## src/rtl/cajero_atm_param.sv

```systemverilog
// Parametrised ATM session controller: PIN entry with lockout, deposits/withdrawals, card-removal abort.
// Optional inactivity timeout is built only when ATM_TIMEOUT_EN is defined.
module cajero_atm_param #(
    parameter int unsigned     PIN_DIGITS     = 4,
    parameter int unsigned     DIGIT_W        = 4,
    parameter int unsigned     MONTO_W        = 32,
    parameter int unsigned     BALANCE_W      = 32,
    parameter int unsigned     MAX_INTENTOS   = 3,
    parameter longint unsigned BAL_INIT       = 0,
    parameter int unsigned     TIMEOUT_CICLOS = 64
) (
    input  logic                            CLK,
    input  logic                            Reset,
    input  logic                            Tarjeta_recibida,
    input  logic [PIN_DIGITS*DIGIT_W-1:0]   PIN,
    input  logic [DIGIT_W-1:0]              Digito,
    input  logic                            Digito_STB,
    input  logic                            Tipo_trans,
    input  logic [MONTO_W-1:0]              Monto,
    input  logic                            Monto_STB,
    output logic [BALANCE_W-1:0]            Balance,
    output logic                            Balance_actualizado,
    output logic                            Entregar_dinero,
    output logic                            Fondos_insuficientes,
    output logic                            PIN_incorrecto,
    output logic                            Advertencia,
    output logic                            Bloqueo
);

    localparam int unsigned PIN_W = PIN_DIGITS * DIGIT_W;
    localparam int unsigned CNT_W = $clog2(PIN_DIGITS + 1);
    localparam int unsigned ATT_W = $clog2(MAX_INTENTOS + 1);

    typedef enum logic [2:0] {
        ESPERA_TARJETA, INGRESO_PIN, COMPARAR, SESION, BLOQUEO
    } state_t;

    state_t                state_q, state_d;
    logic [CNT_W-1:0]      dig_cnt, dig_cnt_d;
    logic [PIN_W-1:0]      entry, entry_d;
    logic [ATT_W-1:0]      attempts, attempts_d;
    logic [BALANCE_W-1:0]  balance_d;
    logic                  upd_d, ent_d, fi_d, pin_inc_d, adv_d, bloq_d;
    logic                  dig_stb_q, mon_stb_q;
    logic                  dig_ev, mon_ev;
    logic                  timeout_c, rearm_c;
    logic [BALANCE_W:0]    suma;
    logic [BALANCE_W-1:0]  monto_ext;

    // Rising-edge detection: a held strobe yields a single event.
    assign dig_ev = Digito_STB & ~dig_stb_q;
    assign mon_ev = Monto_STB & ~mon_stb_q;

`ifdef ATM_TIMEOUT_EN
    localparam int unsigned TO_W = $clog2(TIMEOUT_CICLOS + 1);
    logic [TO_W-1:0] to_cnt;
    logic            rearm;
    logic            activo;

    assign activo    = (state_q == INGRESO_PIN) || (state_q == SESION);
    assign timeout_c = activo && (to_cnt == TO_W'(TIMEOUT_CICLOS - 1));
    assign rearm_c   = rearm;

    // After a timeout the card must be seen removed before a new session starts.
    always_ff @(posedge CLK or posedge Reset) begin
        if (Reset) begin
            to_cnt <= '0;
            rearm  <= 1'b0;
        end else begin
            if (!activo || (state_d != state_q) || dig_ev || mon_ev)
                to_cnt <= '0;
            else
                to_cnt <= to_cnt + TO_W'(1);
            if (timeout_c)
                rearm <= 1'b1;
            else if (!Tarjeta_recibida)
                rearm <= 1'b0;
        end
    end
`else
    assign timeout_c = 1'b0 & (TIMEOUT_CICLOS != 0);
    assign rearm_c   = 1'b0;
`endif

    always_ff @(posedge CLK or posedge Reset) begin
        if (Reset) state_q <= ESPERA_TARJETA;
        else       state_q <= state_d;
    end

    // Next state: card removal outranks timeout, which outranks strobe events.
    always_comb begin
        state_d = state_q;
        case (state_q)
            ESPERA_TARJETA: if (Tarjeta_recibida && !rearm_c) state_d = INGRESO_PIN;
            INGRESO_PIN: begin
                if (!Tarjeta_recibida || timeout_c)
                    state_d = ESPERA_TARJETA;
                else if (dig_ev && (dig_cnt == CNT_W'(PIN_DIGITS - 1)))
                    state_d = COMPARAR;
            end
            COMPARAR: begin
                if (!Tarjeta_recibida)
                    state_d = ESPERA_TARJETA;
                else if (entry == PIN)
                    state_d = SESION;
                else if ((attempts + ATT_W'(1)) == ATT_W'(MAX_INTENTOS))
                    state_d = BLOQUEO;
                else
                    state_d = INGRESO_PIN;
            end
            SESION:  if (!Tarjeta_recibida || timeout_c) state_d = ESPERA_TARJETA;
            BLOQUEO: state_d = BLOQUEO;
            default: state_d = ESPERA_TARJETA;
        endcase
    end

    // Datapath and output next values.
    always_comb begin
        dig_cnt_d  = '0;
        entry_d    = entry;
        attempts_d = attempts;
        balance_d  = Balance;
        upd_d      = 1'b0;
        ent_d      = 1'b0;
        fi_d       = 1'b0;
        pin_inc_d  = 1'b0;
        suma       = {1'b0, Balance} + (BALANCE_W + 1)'(Monto);
        monto_ext  = BALANCE_W'(Monto);
        case (state_q)
            INGRESO_PIN: begin
                if (state_d == INGRESO_PIN || state_d == COMPARAR) begin
                    dig_cnt_d = dig_cnt;
                    if (dig_ev) begin
                        entry_d   = PIN_W'({entry, Digito});
                        dig_cnt_d = dig_cnt + CNT_W'(1);
                    end
                end
            end
            COMPARAR: begin
                if (Tarjeta_recibida) begin
                    if (entry == PIN) begin
                        attempts_d = '0;
                    end else begin
                        pin_inc_d  = 1'b1;
                        attempts_d = attempts + ATT_W'(1);
                    end
                end
            end
            SESION: begin
                if (state_d == SESION && mon_ev) begin
                    if (!Tipo_trans) begin
                        balance_d = suma[BALANCE_W] ? '1 : suma[BALANCE_W-1:0];
                        upd_d     = 1'b1;
                    end else if (monto_ext <= Balance) begin
                        balance_d = Balance - monto_ext;
                        upd_d     = 1'b1;
                        ent_d     = 1'b1;
                    end else begin
                        fi_d = 1'b1;
                    end
                end
            end
            default: ;
        endcase
        adv_d  = (state_d != BLOQUEO) && (attempts_d == ATT_W'(MAX_INTENTOS - 1));
        bloq_d = (state_d == BLOQUEO);
    end

    always_ff @(posedge CLK or posedge Reset) begin
        if (Reset) begin
            dig_stb_q            <= 1'b0;
            mon_stb_q            <= 1'b0;
            dig_cnt              <= '0;
            entry                <= '0;
            attempts             <= '0;
            Balance              <= BALANCE_W'(BAL_INIT);
            Balance_actualizado  <= 1'b0;
            Entregar_dinero      <= 1'b0;
            Fondos_insuficientes <= 1'b0;
            PIN_incorrecto       <= 1'b0;
            Advertencia          <= 1'b0;
            Bloqueo              <= 1'b0;
        end else begin
            dig_stb_q            <= Digito_STB;
            mon_stb_q            <= Monto_STB;
            dig_cnt              <= dig_cnt_d;
            entry                <= entry_d;
            attempts             <= attempts_d;
            Balance              <= balance_d;
            Balance_actualizado  <= upd_d;
            Entregar_dinero      <= ent_d;
            Fondos_insuficientes <= fi_d;
            PIN_incorrecto       <= pin_inc_d;
            Advertencia          <= adv_d;
            Bloqueo              <= bloq_d;
        end
    end

endmodule

```

## config.mk

```make
export PLATFORM = sky130hd
export DESIGN_NAME = cajero_atm_param
export DESIGN_NICKNAME = d
export VERILOG_FILES = /design/src/rtl/cajero_atm_param.sv
export SDC_FILE = /design/constraint.sdc
export NUM_CORES = 1
export LEC_CHECK = 0
export CAP_MARGIN = 20
export CORE_MARGIN = 2
export CORE_UTILIZATION = 57
export CTS_BUF_LIST = sky130_fd_sc_hd__clkbuf_4 sky130_fd_sc_hd__clkbuf_8
export CTS_CLUSTER_SIZE = 30
export DETAILED_ROUTE_END_ITERATION = 8
export GPL_ROUTABILITY_DRIVEN = 0
export GPL_TIMING_DRIVEN = 1
export PLACE_DENSITY_LB_ADDON = 0.15
export SYNTH_ARGS = -nofsm -noshare
export SYNTH_HDL_FRONTEND = slang
export SYNTH_SLANG_ARGS = --single-unit
```

## constraint.sdc

```tcl
create_clock -name CLK -period 3.2 [get_ports CLK]
set_input_delay 0.96 -clock CLK [delete_from_list [all_inputs] [get_ports CLK]]
set_output_delay 0.96 -clock CLK [all_outputs]
set_load 0.01 [all_outputs]
```

==> reports/results.txt, run 1 <==
The share of the Yosys chip area taken by registers is 25.5%. Total of warnings raised by yosys: 0. Measured along the x axis, the die boundary spans 109 um.

Clock tree synthesis selected as its root buffer the cell clkbuf_8. In this run the number of H-tree levels came out at 3. The total overflow left after global routing is 165. In this run the count of I/O pins placed on the die edge is 96. The detailed placement HPWL was 15400 um; the number of synthesized register bits was 64. The initial core utilization was 58.1%; the vertical die dimension was 109 um. Buffers placed on the I/O ports in this run total 95. The tool reported: "[ERROR GRT-0232] Routing congestion too high. Check the congestion heatmap in the GUI".

Synthesis produced a netlist with a net count of 897. Counting flops with an async set or reset pin after synthesis yields a share of 100%. Counting flops with a built-in enable in the synthesized netlist gives 0.

Timing analysis after detailed placement gives a worst setup slack of -0.953 ns. Clock tree synthesis inserted a total of 9 buffers. The run stopped with a tool error.

Counting distinct cell types in the post-synthesis netlist gives 80. Including well taps, the total number of placed cells is 1153. The initialized floorplan defines 38 standard-cell rows. The most used flip-flop cell after synthesis is dfrtp_1.

The tools report the number of buffers on the longest clock path as 2. The mapped cell area is 6280 sq um. The flow stopped in global routing (5_1_grt).

The number of clock sinks came out at 64. A synthesized cell averages 8.15 sq um. Entering global routing, the biggest net connects 55 pins. The cell count after synthesis came out at 770. The total track usage is 79.5%.
cell families after synthesis:
logic type,Yosys count,synth area share [%]
AOI/OAI and AO/OA,238,25.7
buffers and inverters,111,7.64
xor gates and xnor gates,40,5.58
adders and majority gates,69,14.0
DFF,64,25.5
and+or+nand+nor,228,18.0
muxes,20,3.53
through the flow:
stage	hold WS [ns]	instance area (sq um)
4_1_cts	0.529	10200
3_5_place_dp	0.512	8850
3_3_place_gp	0.488	8850
2_1_floorplan	0.474	6520
synthesized netlist by cell type, types with 4 or more instances:
master / n / area (sq um)
nand2_1: 33 / 124
nor2b_1: 17 / 106
buf_2: 12 / 60.1
nor4_1: 11 / 68.8
nor3_1: 24 / 120
dfrtp_1: 64 / 1600
nor2_1: 89 / 334
a311oi_1: 4 / 35.0
o211ai_1: 7 / 52.6
nand4_1: 9 / 56.3
o31ai_1: 13 / 97.6
xor2_1: 22 / 193
o21a_1: 7 / 52.6
o21ai_0: 42 / 210
nor3b_1: 4 / 30.0
clkbuf_1: 16 / 60.1
o31a_1: 4 / 35.0
ha_1: 67 / 838
mux2_2: 17 / 191
a221oi_1: 4 / 35.0
inv_1: 70 / 263
nand2b_1: 9 / 56.3
buf_4: 4 / 30.0
a211oi_1: 8 / 60.1
o21ai_1: 5 / 25.0
a21o_1: 9 / 67.6
a21oi_1: 76 / 380
buf_6: 4 / 45.0
o21bai_1: 8 / 60.1
xnor2_1: 18 / 158
nand3_1: 11 / 55.1
a31oi_1: 8 / 50.1
timing repair:
item,4_1_cts
setup endpoints to repair,51
hold buffers,0
gates cloned,3
pin swaps,74
setup buffers,47
resized for setup,250
routing by layer:
layer  GRT overflow  GRT usage, %
met1              0          76.9
met2             96          97.9
met4             68          87.9
met3              1          62.2
met5              0          14.3
==> run 2: changes to the inputs <==
Settings changed: CORE_UTILIZATION 57 to 40, CTS_BUF_LIST sky130_fd_sc_hd__clkbuf_4 sky130_fd_sc_hd__clkbuf_8 to default, CTS_CLUSTER_SIZE 30 to default.
==> reports/results.txt, run 2 <==
For the worst-skew pair, the clock arrives at the later sink with an insertion delay of 0.35 ns. Clock transition at the register clock pins on the worst setup and hold paths after CTS: 0.06 ns. For this run, the post-layout net count is 1226. The hold path endpoint is entry[13].

After legalization and detailed placement, the total HPWL measured 15500 um. The sequential share of the synthesized area was 25.5%; the first-pass GRT wire length was 36100 um. In the final layout, the share of cells above drive strength 1 is 47.0%.

The worst hold path stage count is 1, and the average cell area after synthesis is 8.15 sq um. Endpoint of the worst register-to-register path: Balance[0]. Summed over all layers, the routed wires come to 24000 um.

Setup violations remaining at the end of the flow were counted as 27. The first routing iteration left 553 violations. Synthesis handed over a netlist of 770 instances. The logs give 6280 sq um for the mapped cell area and 80 for the number of distinct library cells after synthesis. The most flop-heavy register was Balance. The time the final worst path needs with I/O delays and setup is 3.31 ns. Port buffering added 95 buffers. In the global route stage, overall resource usage came out at 27.2%. The multiplexer share of the synthesized area was 3.53%. The kind of cell with the highest combined delay on the critical path is compound AO/OA/AOI/OAI gates. The final worst-path setup slack is -0.111 ns. The die covers 16700 sq um. For this run, the slowest stage of the critical path takes 0.45 ns.

The largest registers in the layout are Balance (32), entry (16). During I/O placement, the number of pins put on the boundary was 96. With fillers left out, the area of the finished cells amounts to 11100 sq um. The longest clock path from root to sink contains 2 buffers. The most frequently used cell type in the post-synthesis netlist is nor2_1. The run gives 5.12 nW as the static power due to leakage. The critical path in this run is classified as in -> reg. The number of hold buffers added after cts is 0. The vertical die dimension came out at 129 um.

The synthesized design spends more area on one cell type than any other, namely dfrtp_1. The sequential cells in the finished layout cover a total of 1600 sq um. The placed instances occupy a cell area of 9030 sq um. The number of enable-type register cells in the synthesized netlist is 0, and the number of buffers inserted during clock tree synthesis is 9. At the pin with the least slew margin, the transition time is 0.417 ns. The kind of start point of the critical path was an input port.

The level count of the clock H-tree was 3. Summing over every cut layer, the via total after detailed routing is 7329. The core area was 15300 sq um. For the synthesized netlist net count, the log shows 897. The synthesized design devotes to its leading area cell type 25.5% of total area. Traced cell by cell, the critical path runs through buf_8, ha_4, fa_2, nand2b_4, a221oi_4, or4_4, and4_4, o21ba_4, o21ai_4, o221a_4, buf_12, clkbuf_16, a21oi_2. The final routed wire length divided by cell count is 18.2 um, and the number of global-route vias before repair is 7329. For flop-to-flop paths, the worst setup slack is 0.02 ns. The footprint of the multi-input gates is 5410 sq um, and the fraction of the mapped netlist area in adder cells is 14.0%.

After synthesis, the largest family of logic cells by area is compound AO/OA/AOI/OAI gates. Setup repair after global routing could not meet its margin everywhere. The first detailed-routing pass ran for 5 iterations. The library cells used most frequently in the layout, excluding fill and tap cells, are buf_4 (220), nor2_1 (79), dfrtp_1 (64), clkdlybuf4s50_1 (52). The count of fill cells added during filler insertion came out at 1099. The library cell used most frequently in the layout, excluding fill and tap cells, is buf_4.

The xor/xnor cell area share of the yosys netlist is 5.58%, and the number of rows created at floorplan is 45. For the data required time of the worst path, the log shows 3.43 ns. Summing the areas of all compound-gate instances in the mapped netlist gives 25.7% of the synthesized area.

For the worst flop-to-flop path, the logic depth is 14. Compared with the post-synthesis result, the final layout area differs by 76.2%. The share of synthesized registers carrying an async set or reset is 100%.

Start of the worst register-to-register path: Balance[0]. Of all nets on the critical path, the largest fanout is 6. Post-route DRC violation count: 0.

The most critical setup path has its startpoint at Monto[0]. By count the netlist is led by nor2_1 (89), a21oi_1 (76), inv_1 (70). The root buffer cell chosen for the clock tree is clkbuf_16.

Across the VDD grid, the largest voltage drop is 248 uV. Number of clock sinks: 64. For this run, the top clock speed supported by timing is 302 MHz. For this design the total switching power over the nets is 0.856 mW. Dividing the detail-routed via count by the number of cells gives 5.57. The max-slew violation count was 0. The count of endpoints failing hold in the final timing report was 0.

For this configuration, the core starts out at a cell density of 41.1%. The number of nets still failing antenna checks after routing is 0, and the x dimension of the die is 129 um. In this run, synthesis produced a sequential element count of 64. STA classifies the critical path endpoint as a flop. Timing analysis after detailed placement gives a worst setup slack of -0.972 ns. The number of buffers and inverters on the critical path is 3. The run gives 1 as the number of antenna violations at the first check in global routing.

Startpoint of the worst hold path: entry[13]. The part of the total power dissipated in the clock network is 40.7%. The run finished, with violations left. The share of total power dissipated in combinational logic is 25.3%.

Hold is met by 0.530 ns. For the worst setup path, the data arrival time is 3.54 ns. Entering global routing, the biggest net connects 65 pins. Of the total synthesized cell area, the portion taken by AND, OR, NAND and NOR gates is 18.0%. Among all stages on the critical path, the largest delay is contributed by or4_4. The final worst-path cycle share works out to 103%. Worst min-delay path class: reg -> reg. In the post-synthesis netlist, the biggest area contributors are dfrtp_1 (26%), ha_1 (13%), a21oi_1 (6.1%), nor2_1 (5.3%), inv_1 (4.2%). Power comes to 2.81 mW. In the synthesized netlist the dominant register cell turns out to be dfrtp_1. The relative slew slack is 71.8%, and the total congestion overflow after global routing is 0. The clock skew after layout is 0.0109 ns. The total of warnings raised by yosys is 0. Across the run, the number of max-cap violations was 0.

For this design the ratio of total power to cell area is 254 nW/um^2. The register with the most flip-flops in the layout has 32 of them. The logs give 34.0% for the register share of total power and 1.95 mW for the cell-internal power. The net switching share of the total power works out to 30.5%. The checks that failed: negative setup slack. TritonCTS built the clock tree.
[run 2: cell counts after synthesis]
Identical to the previous run, type by type.
[run 2: stage by stage]
step | utilization (%) | instances | setup TNS [ns]
global placement | 59.2 | 1238 | -37.49
floorplan | - | 770 | -2.32
detailed placement | 59.2 | 1238 | -41.25
global route | 72.5 | 1316 | -4.38
CTS | 67.9 | 1297 | -1.86
finish | 72.5 | 1316 | -2.32
[run 2: worst max-delay path by stage]
stage | end | slack, ns | cells after the start
after global routing | Balance[12] | -0.18 | 13
final | Balance[3] | -0.11 | 13
after global placement | Balance[25] | -0.92 | 13
after CTS | Balance[29] | -0.1 | 14
after detailed placement | Balance[25] | -0.97 | 12
after floorplan | Balance[29] | -0.14 | 12
[run 2: worst register-to-register path: stages (launching register included)]
cell,delay (ns)
dfrtp_1,0.44
inv_1,0.17
ha_4,0.16
fa_2,0.20
nand2b_4,0.12
a21o_1,0.15
a21oi_2,0.07
o31a_1,0.29
o311a_1,0.36
o31a_1,0.30
buf_6,0.14
o221a_4,0.28
buf_12,0.15
buf_12,0.14
a22oi_2,0.14
[run 2: metal layers]
metal | share of wire [%] | global-route usage [%] | vias to the layer above
met5 | 0 | 0 | -
met4 | 4.1 | 11.1 | 0
met3 | 6.0 | 3.55 | 88
met2 | 50 | 48.5 | 337
li1 | - | - | 3420
met1 | 40 | 33.0 | 3484
[run 2: power groups by stage]
stage	registers, mW	clock network [mW]	logic, mW
5_1_grt	0.965	1.18	0.765
3_3_place_gp	0.962	0	0.558
6_report	0.954	1.14	0.711
4_1_cts	0.950	1.15	0.655
2_1_floorplan	0.946	0	0.343
3_5_place_dp	0.965	0	0.578
[run 2: layout make-up]
type | count | area share (%)
Multi-Input combinational cell | 596 | 49.0
Inverter | 74 | 2.74
Timing Repair Buffer | 354 | 28.4
Antenna cell | 1 | 0.0226
Clock buffer | 9 | 2.04
Sequential cell | 64 | 14.5
Clock inverter | 7 | 0.939
Tap cell | 211 | 2.39
[run 2: cell families after synthesis]
| family | Yosys count |
|---|---|
| multiplexers | 20 |
| AO/OA/AOI/OAI | 238 |
| AND/OR/NAND/NOR | 228 |
| buffers and inverters | 111 |
| flip-flops | 64 |
| adder cells (fa/ha/maj) | 69 |
| XOR/XNOR | 40 |
[run 2: timing repair]
item	4_1_cts	5_1_grt
resized for setup	224	148
endpoints found under the setup margin	51	49
cloned	2	2
pin swaps	81	64
buffers inserted	44	17
Power figures use the tool's default switching activity.
